`config.mk`:
```
export PLATFORM = sky130hd
export DESIGN_NAME = dmem_arbiter
export DESIGN_NICKNAME = d
export VERILOG_FILES = /design/src/rtl/dmem_arbiter.sv
export SDC_FILE = /design/constraint.sdc
export NUM_CORES = 1
export LEC_CHECK = 0
export BUFFER_PORTS_ARGS = -buffer_cell sky130_fd_sc_hd__buf_2
export CORE_AREA = 2 2 100 102
export DETAILED_ROUTE_END_ITERATION = 8
export DIE_AREA = 0 0 102 104
export PLACE_DENSITY = 0.71
export SETUP_SLACK_MARGIN = 0.15
export SYNTH_ARGS = -nofsm -noshare
export SYNTH_HDL_FRONTEND = slang
export SYNTH_SLANG_ARGS = --single-unit
export TNS_END_PERCENT = 50
```
`constraint.sdc`:
```
create_clock -name clk -period 5.3 [get_ports clk]
set_clock_uncertainty 0.05 [all_clocks]
set_input_delay 0.53 -clock clk [delete_from_list [all_inputs] [get_ports clk]]
set_output_delay 0.53 -clock clk [all_outputs]
set_load 0.005 [all_outputs]
```
`src/rtl/dmem_arbiter.sv`:
```
// Shares one single-port synchronous DMEM between the CPU load/store unit and a word DMA port.
// Latency: request drives the RAM in its issue cycle; load data returns one cycle later.
// Backpressure: CPU wins ties, but a DMA request that has lost STARVE_LIMIT cycles is forced through.
//
// Ports:
//   clk, rst                    clock and synchronous active-high reset
//   cpu_req_* / cpu_resp_*      byte-addressed CPU port with byte/half/word formatting
//   cpu_misaligned              registered one-cycle error pulse for a bad CPU access
//   dma_req_* / dma_resp_*      raw word-addressed DMA port
//   dmem_*                      single-port RAM, read data valid the cycle after the address
module dmem_arbiter #(
  parameter int AWIDTH       = 14,
  parameter int STARVE_LIMIT = 4
) (
  input  logic              clk,
  input  logic              rst,
  input  logic              cpu_req_valid,
  output logic              cpu_req_ready,
  input  logic              cpu_req_we,
  input  logic [AWIDTH+1:0] cpu_req_addr,
  input  logic [1:0]        cpu_req_size,
  input  logic              cpu_req_unsigned,
  input  logic [31:0]       cpu_req_wdata,
  output logic              cpu_resp_valid,
  output logic [31:0]       cpu_resp_rdata,
  output logic              cpu_misaligned,
  input  logic              dma_req_valid,
  output logic              dma_req_ready,
  input  logic              dma_req_we,
  input  logic [AWIDTH-1:0] dma_req_addr,
  input  logic [3:0]        dma_req_wbe,
  input  logic [31:0]       dma_req_wdata,
  output logic              dma_resp_valid,
  output logic [31:0]       dma_resp_rdata,
  output logic [AWIDTH-1:0] dmem_addra,
  output logic [31:0]       dmem_dina,
  output logic [3:0]        dmem_wea,
  input  logic [31:0]       dmem_douta
);

  localparam int SW = $clog2(STARVE_LIMIT + 1);
  localparam logic [SW-1:0] LIMIT = SW'(STARVE_LIMIT);

  logic [SW-1:0] starve_cnt;
  logic          force_dma;
  logic          cpu_issue;
  logic          dma_issue;

  logic [1:0]    off;
  logic          cpu_mis;
  logic [3:0]    cpu_fmt_wea;
  logic [31:0]   cpu_fmt_dina;

  // Response-side state captured when a CPU load issues.
  logic          cpu_resp_valid_q;
  logic          cpu_mis_q;
  logic          dma_resp_valid_q;
  logic [1:0]    lane_off_q;
  logic [1:0]    lane_size_q;
  logic          lane_uns_q;
  logic          lane_bad_q;

  logic [31:0]   lane_shifted;
  logic [31:0]   cpu_ext;

  // A DMA request that has already lost STARVE_LIMIT times takes the slot.
  assign force_dma     = dma_req_valid && (starve_cnt == LIMIT);
  assign cpu_req_ready = !rst && cpu_req_valid && !force_dma;
  assign dma_req_ready = !rst && dma_req_valid && (!cpu_req_valid || force_dma);
  assign cpu_issue     = cpu_req_ready;
  assign dma_issue     = dma_req_ready;

  assign off = cpu_req_addr[1:0];

  always_comb begin
    cpu_mis      = 1'b0;
    cpu_fmt_wea  = 4'b0000;
    cpu_fmt_dina = cpu_req_wdata;
    case (cpu_req_size)
      2'b00: begin
        cpu_fmt_wea  = 4'b0001 << off;
        cpu_fmt_dina = {4{cpu_req_wdata[7:0]}};
      end
      2'b01: begin
        cpu_mis      = off[0];
        cpu_fmt_wea  = 4'b0011 << off;
        cpu_fmt_dina = {2{cpu_req_wdata[15:0]}};
      end
      2'b10: begin
        cpu_mis      = (off != 2'b00);
        cpu_fmt_wea  = 4'b1111;
        cpu_fmt_dina = cpu_req_wdata;
      end
      default: begin
        cpu_mis      = 1'b1;
        cpu_fmt_wea  = 4'b0000;
        cpu_fmt_dina = cpu_req_wdata;
      end
    endcase
  end

  // RAM port mux; an idle cycle drives all zeros.
  always_comb begin
    dmem_addra = '0;
    dmem_dina  = '0;
    dmem_wea   = 4'b0000;
    if (cpu_issue) begin
      dmem_addra = cpu_req_addr[AWIDTH+1:2];
      dmem_dina  = cpu_fmt_dina;
      // Misaligned stores are accepted but must not touch memory.
      dmem_wea   = (cpu_req_we && !cpu_mis) ? cpu_fmt_wea : 4'b0000;
    end else if (dma_issue) begin
      dmem_addra = dma_req_addr;
      dmem_dina  = dma_req_wdata;
      dmem_wea   = dma_req_we ? dma_req_wbe : 4'b0000;
    end
  end

  always_ff @(posedge clk) begin
    if (rst || !dma_req_valid || dma_issue) begin
      starve_cnt <= '0;
    end else if (starve_cnt != LIMIT) begin
      starve_cnt <= starve_cnt + 1'b1;
    end
  end

  always_ff @(posedge clk) begin
    if (rst) begin
      cpu_resp_valid_q <= 1'b0;
      cpu_mis_q        <= 1'b0;
      dma_resp_valid_q <= 1'b0;
      lane_off_q       <= 2'b00;
      lane_size_q      <= 2'b00;
      lane_uns_q       <= 1'b0;
      lane_bad_q       <= 1'b0;
    end else begin
      cpu_resp_valid_q <= cpu_issue && !cpu_req_we;
      cpu_mis_q        <= cpu_issue && cpu_mis;
      dma_resp_valid_q <= dma_issue && !dma_req_we;
      if (cpu_issue && !cpu_req_we) begin
        lane_off_q  <= off;
        lane_size_q <= cpu_req_size;
        lane_uns_q  <= cpu_req_unsigned;
        lane_bad_q  <= cpu_mis;
      end
    end
  end

  // Bring the addressed lane down to bit 0, then extend by size.
  assign lane_shifted = dmem_douta >> {lane_off_q, 3'b000};

  always_comb begin
    cpu_ext = dmem_douta;
    case (lane_size_q)
      2'b00:   cpu_ext = {{24{lane_shifted[7] & ~lane_uns_q}}, lane_shifted[7:0]};
      2'b01:   cpu_ext = {{16{lane_shifted[15] & ~lane_uns_q}}, lane_shifted[15:0]};
      default: cpu_ext = dmem_douta;
    endcase
  end

  assign cpu_resp_valid = cpu_resp_valid_q;
  assign cpu_misaligned = cpu_mis_q;
  assign cpu_resp_rdata = (cpu_resp_valid_q && !lane_bad_q) ? cpu_ext : 32'h0;
  assign dma_resp_valid = dma_resp_valid_q;
  assign dma_resp_rdata = dma_resp_valid_q ? dmem_douta : 32'h0;

endmodule

```
# ---- Word level (Yosys, flattened, before mapping)
# Cells that the tools add are included.
dict set report classes {
  add_sub_neg 1
  n_mul 0
  div_mod_pow 0
  magnitude_cmp 0
  n_eq_ne 5
  n_shift 3
  mux 14
  bitwise 3
  n_reduce_logical 24
}
# op count
set ops {}
lappend ops {{$mux 32} 4}
lappend ops {{$pmux 32 s2} 2}
lappend ops {{$shr 32x5->16} 1}
lappend ops {{$mux 14} 2}
lappend ops {{$mux 4} 4}
lappend ops {{$pmux 4 s3} 1}
lappend ops {{$logic_and 1x1->1} 10}
lappend ops {{$logic_not 1->1} 8}
lappend ops {{$eq 2x1->1 const B} 2}
lappend ops {{$logic_not 2->1} 2}
lappend ops {{$shl 1x2->4 const A} 1}
lappend ops {{$shl 2x2->4 const A} 1}
lappend ops {{$add 3x1->3 const B} 1}
lappend ops {{$eq 3x3->1 const B} 1}
lappend ops {{$logic_or 1x1->1} 3}
lappend ops {{$ne 3x3->1 const B} 1}
lappend ops {{$pmux 1 s3} 1}
lappend ops {{$and 1x1->1} 2}
lappend ops {{$eq 2x2->1 const B} 1}
lappend ops {{$reduce_bool 2->1} 1}
lappend ops {{$not 1->1} 1}
dict set report totals {
  ff_bits 12
  latch_bits 0
  ramBits 0
  rom_bits 0
  in_bits 139
  output_inout_bits 119
  word_cells 58
  n_memories 0
}

# ---- Longest topological paths before layout
dict set report logic_depth {
  depth_word 6
  ltp_mapped 7
  depth_no_buf 6
}

# ---- Worst setup path after synthesis
# No wires, ideal clock.
dict set report synth_timing {
  path_kind {in2out}
  startpoint {input port dmem_douta[15]}
  endpoint {output port cpu_resp_rdata[22]}
  arrival_time_ns 1.659
  t_required_ns 4.720
  slack_ns 3.061
  stages 4
  n_path_buf 1
  path_cell_list {mux2_4 a222oi_1 buf_6 o21ai_1}
}
dict set report synth_via {
  elab_chain_len 4
  elab_cells_between_ends 5
  classes_between {shift: 1; mux: 2; bitwise: 2}
}
# item line
set synth_rtl {}
lappend synth_rtl {{start: declaration} 38} ;# input logic [31:0] dmem_douta
lappend synth_rtl {{$shr 32x5->16 *} 150} ;# assign lane_shifted = dmem_douta >> {lane_off_q, 3'b000};
lappend synth_rtl {{$and 1x1->1, on equally long branches} {156, 155}}
lappend synth_rtl {{$pmux 32 s2 *} 154} ;# case (lane_size_q)
lappend synth_rtl {{$mux 32 *} 163} ;# assign cpu_resp_rdata = (cpu_resp_valid_q && !lane_bad_q) ? cpu_ext : 32'h0;
lappend synth_rtl {{end: declaration} 25} ;# output logic [31:0] cpu_resp_rdata,
# Mark *: on every way between the ends. The rest lies on a longest branch, timed or not.

# ---- Worst setup path in the final report
dict set report layout_timing {
  startpoint {register starve_cnt[0]}
  endpoint {output port dmem_wea[3]}
}
dict set report layout_via {
  elab_chain_len 6
  elab_cells_between_ends 8
  classes_between {eq/ne: 1; mux: 2; reduce/logical: 5}
}
# item line
set layout_rtl {}
lappend layout_rtl {{start: declaration} 44} ;# logic [SW-1:0] starve_cnt;
lappend layout_rtl {{start signal: assignment} 123} ;# starve_cnt <= starve_cnt + 1'b1;
lappend layout_rtl {{$eq 3x3->1 *} 67} ;# assign force_dma = dma_req_valid && (starve_cnt == LIMIT);
lappend layout_rtl {{$logic_and 1x1->1 *} 67}
lappend layout_rtl {{$logic_or 1x1->1} 69} ;# assign dma_req_ready = !rst && dma_req_valid && (!cpu_req_valid || force_dma);
lappend layout_rtl {{$logic_and 1x1->1} 69}
lappend layout_rtl {{$mux 4} 112} ;# end else if (dma_issue) begin
lappend layout_rtl {{$mux 4 *} 107} ;# if (cpu_issue) begin
lappend layout_rtl {{end: declaration} 37} ;# output logic [3:0] dmem_wea,
# Marks and branches as above.

==> impl_metrics.toml <==
[timing]
postLayoutSetupSlackWorst_ns = 2.24
report.final.slew_viol_count = 0
min_period_ns = 3.06
worst_pin_slew_ns = 1.34
setup_tns_ns = 0
max-slew-margin-rel = 0.101
report.final.setup_viol = 0
max_freq_mhz = 327
rsz0062_at_grt = "false"
finalCritPeriodShare = 0.577
hold_viol = 0

[die]
die_w_um = 102
num_io_pins = 258
start_util = 0.252
dieHeight_um = 104
rows = 36
dieArea_um2 = 10600
core_area_um2 = 9550

[worst_setup_path]
rr_worst_depth = 5
crit_path_end_kind = "primary output"
crit_path_max_fanout = 52
worstSetupPathType = "reg2out"
critPathArrivalTime_ns = 2.48
startpoint_type = "flip-flop"
worst_ep_required_time_ns = 4.72

[logic_synthesis]
synthesis.nets = 460
postSynthAreaPerCell_um2 = 7.54
synth-compound-area-share = 0.386
synthMuxAreaShare = 0.193
synth_top_area_frac = 0.116
synth_fa_ha_area_frac = 0.0104
synth_warnings = 0
synthXorXnorAreaFrac = 0.00728
yosysSeqAreaShare = 0.0998
synthArstFlopShare = 0
ys_ff_latch = 12
synthSimpleGateAreaFrac = 0.237
synth_area_leader_cell = "mux2i_1"
synthCells = 319
yosys-top-cells-area = "mux2i_1, a22o_1, dfxtp_1"
synthFlopType = "dfxtp_1"
netlist_area_um2 = 2410
synth-edff-count = 0
synth_cell_types = 47
synth_top_family_by_area = "compound AO/OA/AOI/OAI gates"

[pwr]
switchingPower_uw = 164
internal_power_uw = 265
p_total_uw = 429
switching_share = 0.382
pwr-share-comb = 0.567
power-per-cell-area_nw_per_um2 = 113
vdd_drop_max_mv = 0.0572
p_seq_frac = 0.245
pwr-share-clk = 0.188
leakage_nw = 2.05

[placement]
dp_slack_ns = 2.39
placed_cells = 678
port_buffers = 257
gp_congestion = 0.914
hpwl_um = 9570

[detailed_routing]
drtPass1Iterations = 5
avgViaCountPerCell = 5.11
vias = 3479
drt.antenna.violating_nets = 0
drtIter0Drc = 144
routedWlPerCell_um = 16.9
drt_wl_total_um = 11500
drc_errors = 0

[clock_network]
cts_buffer_depth = 2
cts_tree = "yes"
cts-root-buf = "clkbuf_8"
cts_resized = 0
cts_hold_buf = 0
htreeDepth = 1
clk_latency_ns = 0.24
numCtsBuffers = 3
cts_sinks = 12
post-cts-setup-buffers = 0
clk_pin_slew_ns = 0.05

[global_route]
overflow = 0
grt_pass1_wl_um = 16800
grt_max_degree = 53
grt_pass1_vias = 3256
antenna_found_initial = 0
grtUsageTotal = 0.199

[job]
maxCapViolCount = 0

[layout]
area_growth_pct = 57.3
layout.nets = 691
diodes = 0
utilization = 0.396
post_layout_nonfiller_instances = 681
drive_gt1_frac = 0.527
fillers = 1009

[hold_path]
min_path_cells = 1
hold_path.class = "reg2reg"

[outcome]
status = "finished clean"
==> routing by layer <==
metal | vias to the layer above | share of wire | routed length, um | track usage
met1 | 1584 | 0.35 | 3980 | 0.201
met5 | - | 0 | 0 | 0
met2 | 194 | 0.56 | 6450 | 0.412
met4 | 0 | 0.024 | 279 | 0.0571
met3 | 22 | 0.070 | 812 | 0.0175
li1 | 1679 | - | - | -
==> registers in the layout, summed over array words and instances (netlist names) <==
| register | count |
|---|---|
| dma_resp_valid | 1 |
| lane_off_q | 2 |
| lane_size_q | 2 |
| cpu_resp_valid | 1 |
| cpu_misaligned | 1 |
| lane_bad_q | 1 |
| lane_uns_q | 1 |
| starve_cnt | 3 |
==> cells in the mapped netlist (3+ instances only) <==
cell type / number
o31ai_1: 7
a21oi_1: 9
nor2_1: 9
o21ai_0: 15
a32o_1: 4
dfxtp_1: 12
inv_1: 5
mux2i_1: 28
o21ai_1: 9
o22a_1: 7
a221oi_1: 7
mux2_2: 13
buf_1: 3
o2bb2ai_1: 16
nor2b_1: 10
o221a_2: 7
and2_1: 33
nand2_1: 28
clkbuf_1: 26
a22o_1: 30
nand2b_1: 7
==> cell usage in the layout (no fill, tap or decap), types with 10 or more instances in the layout <==
cell / n
buf_2: 257
and2_1: 33
a22o_1: 30
nand2_1: 28
mux2i_1: 28
o2bb2ai_1: 16
o21ai_0: 15
mux2_2: 13
dfxtp_1: 12
nor2b_1: 10
==> power groups by stage <==
| stage | Sequential, mW | Combinational, mW | Clock (mW) |
|---|---|---|---|
| CTS | 0.105 | 0.244 | 0.0830 |
| detailed placement | 0.107 | 0.244 | 0 |
| global route | 0.107 | 0.265 | 0.0859 |
| floorplan | 0.0985 | 0.125 | 0 |
| finish | 0.105 | 0.243 | 0.0805 |
| global placement | 0.106 | 0.240 | 0 |
==> area by class of cell <==
type | instances | area [um^2] | share of cell area
Multi-Input combinational cell | 269 | 2020 | 0.533
Timing Repair Buffer | 259 | 1300 | 0.344
Sequential cell | 12 | 240 | 0.0635
Tap cell | 133 | 166 | 0.0440
Clock buffer | 3 | 41.3 | 0.0109
Inverter | 5 | 18.8 | 0.00496
==> metrics by stage <==
stage	instance area, um^2	hold WS [ns]
final	3780	0.440
after global routing	3780	0.470
after CTS	3780	0.434
after detailed placement	3740	0.432
after global placement	3740	0.384
after floorplan	2410	0.375
==> critical path, cell delays in order, from the launching register on <==
cell      delay (ns)
dfxtp_1         0.33
inv_1           0.08
ha_1            0.20
nand2_1         0.14
a21boi_4        1.03
a32o_1          0.31
buf_2           0.12
==> worst paths after layout <==
kind	startpoint	endpoint	slack, ns
max	starve_cnt[0]$_SDFFE_PP0P_	dmem_wea[3]	2.24
min	starve_cnt[0]$_SDFFE_PP0P_	starve_cnt[0]$_SDFFE_PP0P_	0.44
max reg2reg	starve_cnt[0]$_SDFFE_PP0P_	dma_resp_valid$_SDFF_PP0_	3.08
min reg2reg	starve_cnt[0]$_SDFFE_PP0P_	starve_cnt[0]$_SDFFE_PP0P_	0.44
==> cell families after synthesis <==
| logic type | count (synthesis) |
|---|---|
| muxes | 43 |
| DFF | 12 |
| xor gates and xnor gates | 2 |
| buffers and inverters | 38 |
| and+or+nand+nor | 103 |
| AOI/OAI and AO/OA | 119 |
| adders and majority gates | 2 |
Power figures use the tool's default switching activity.
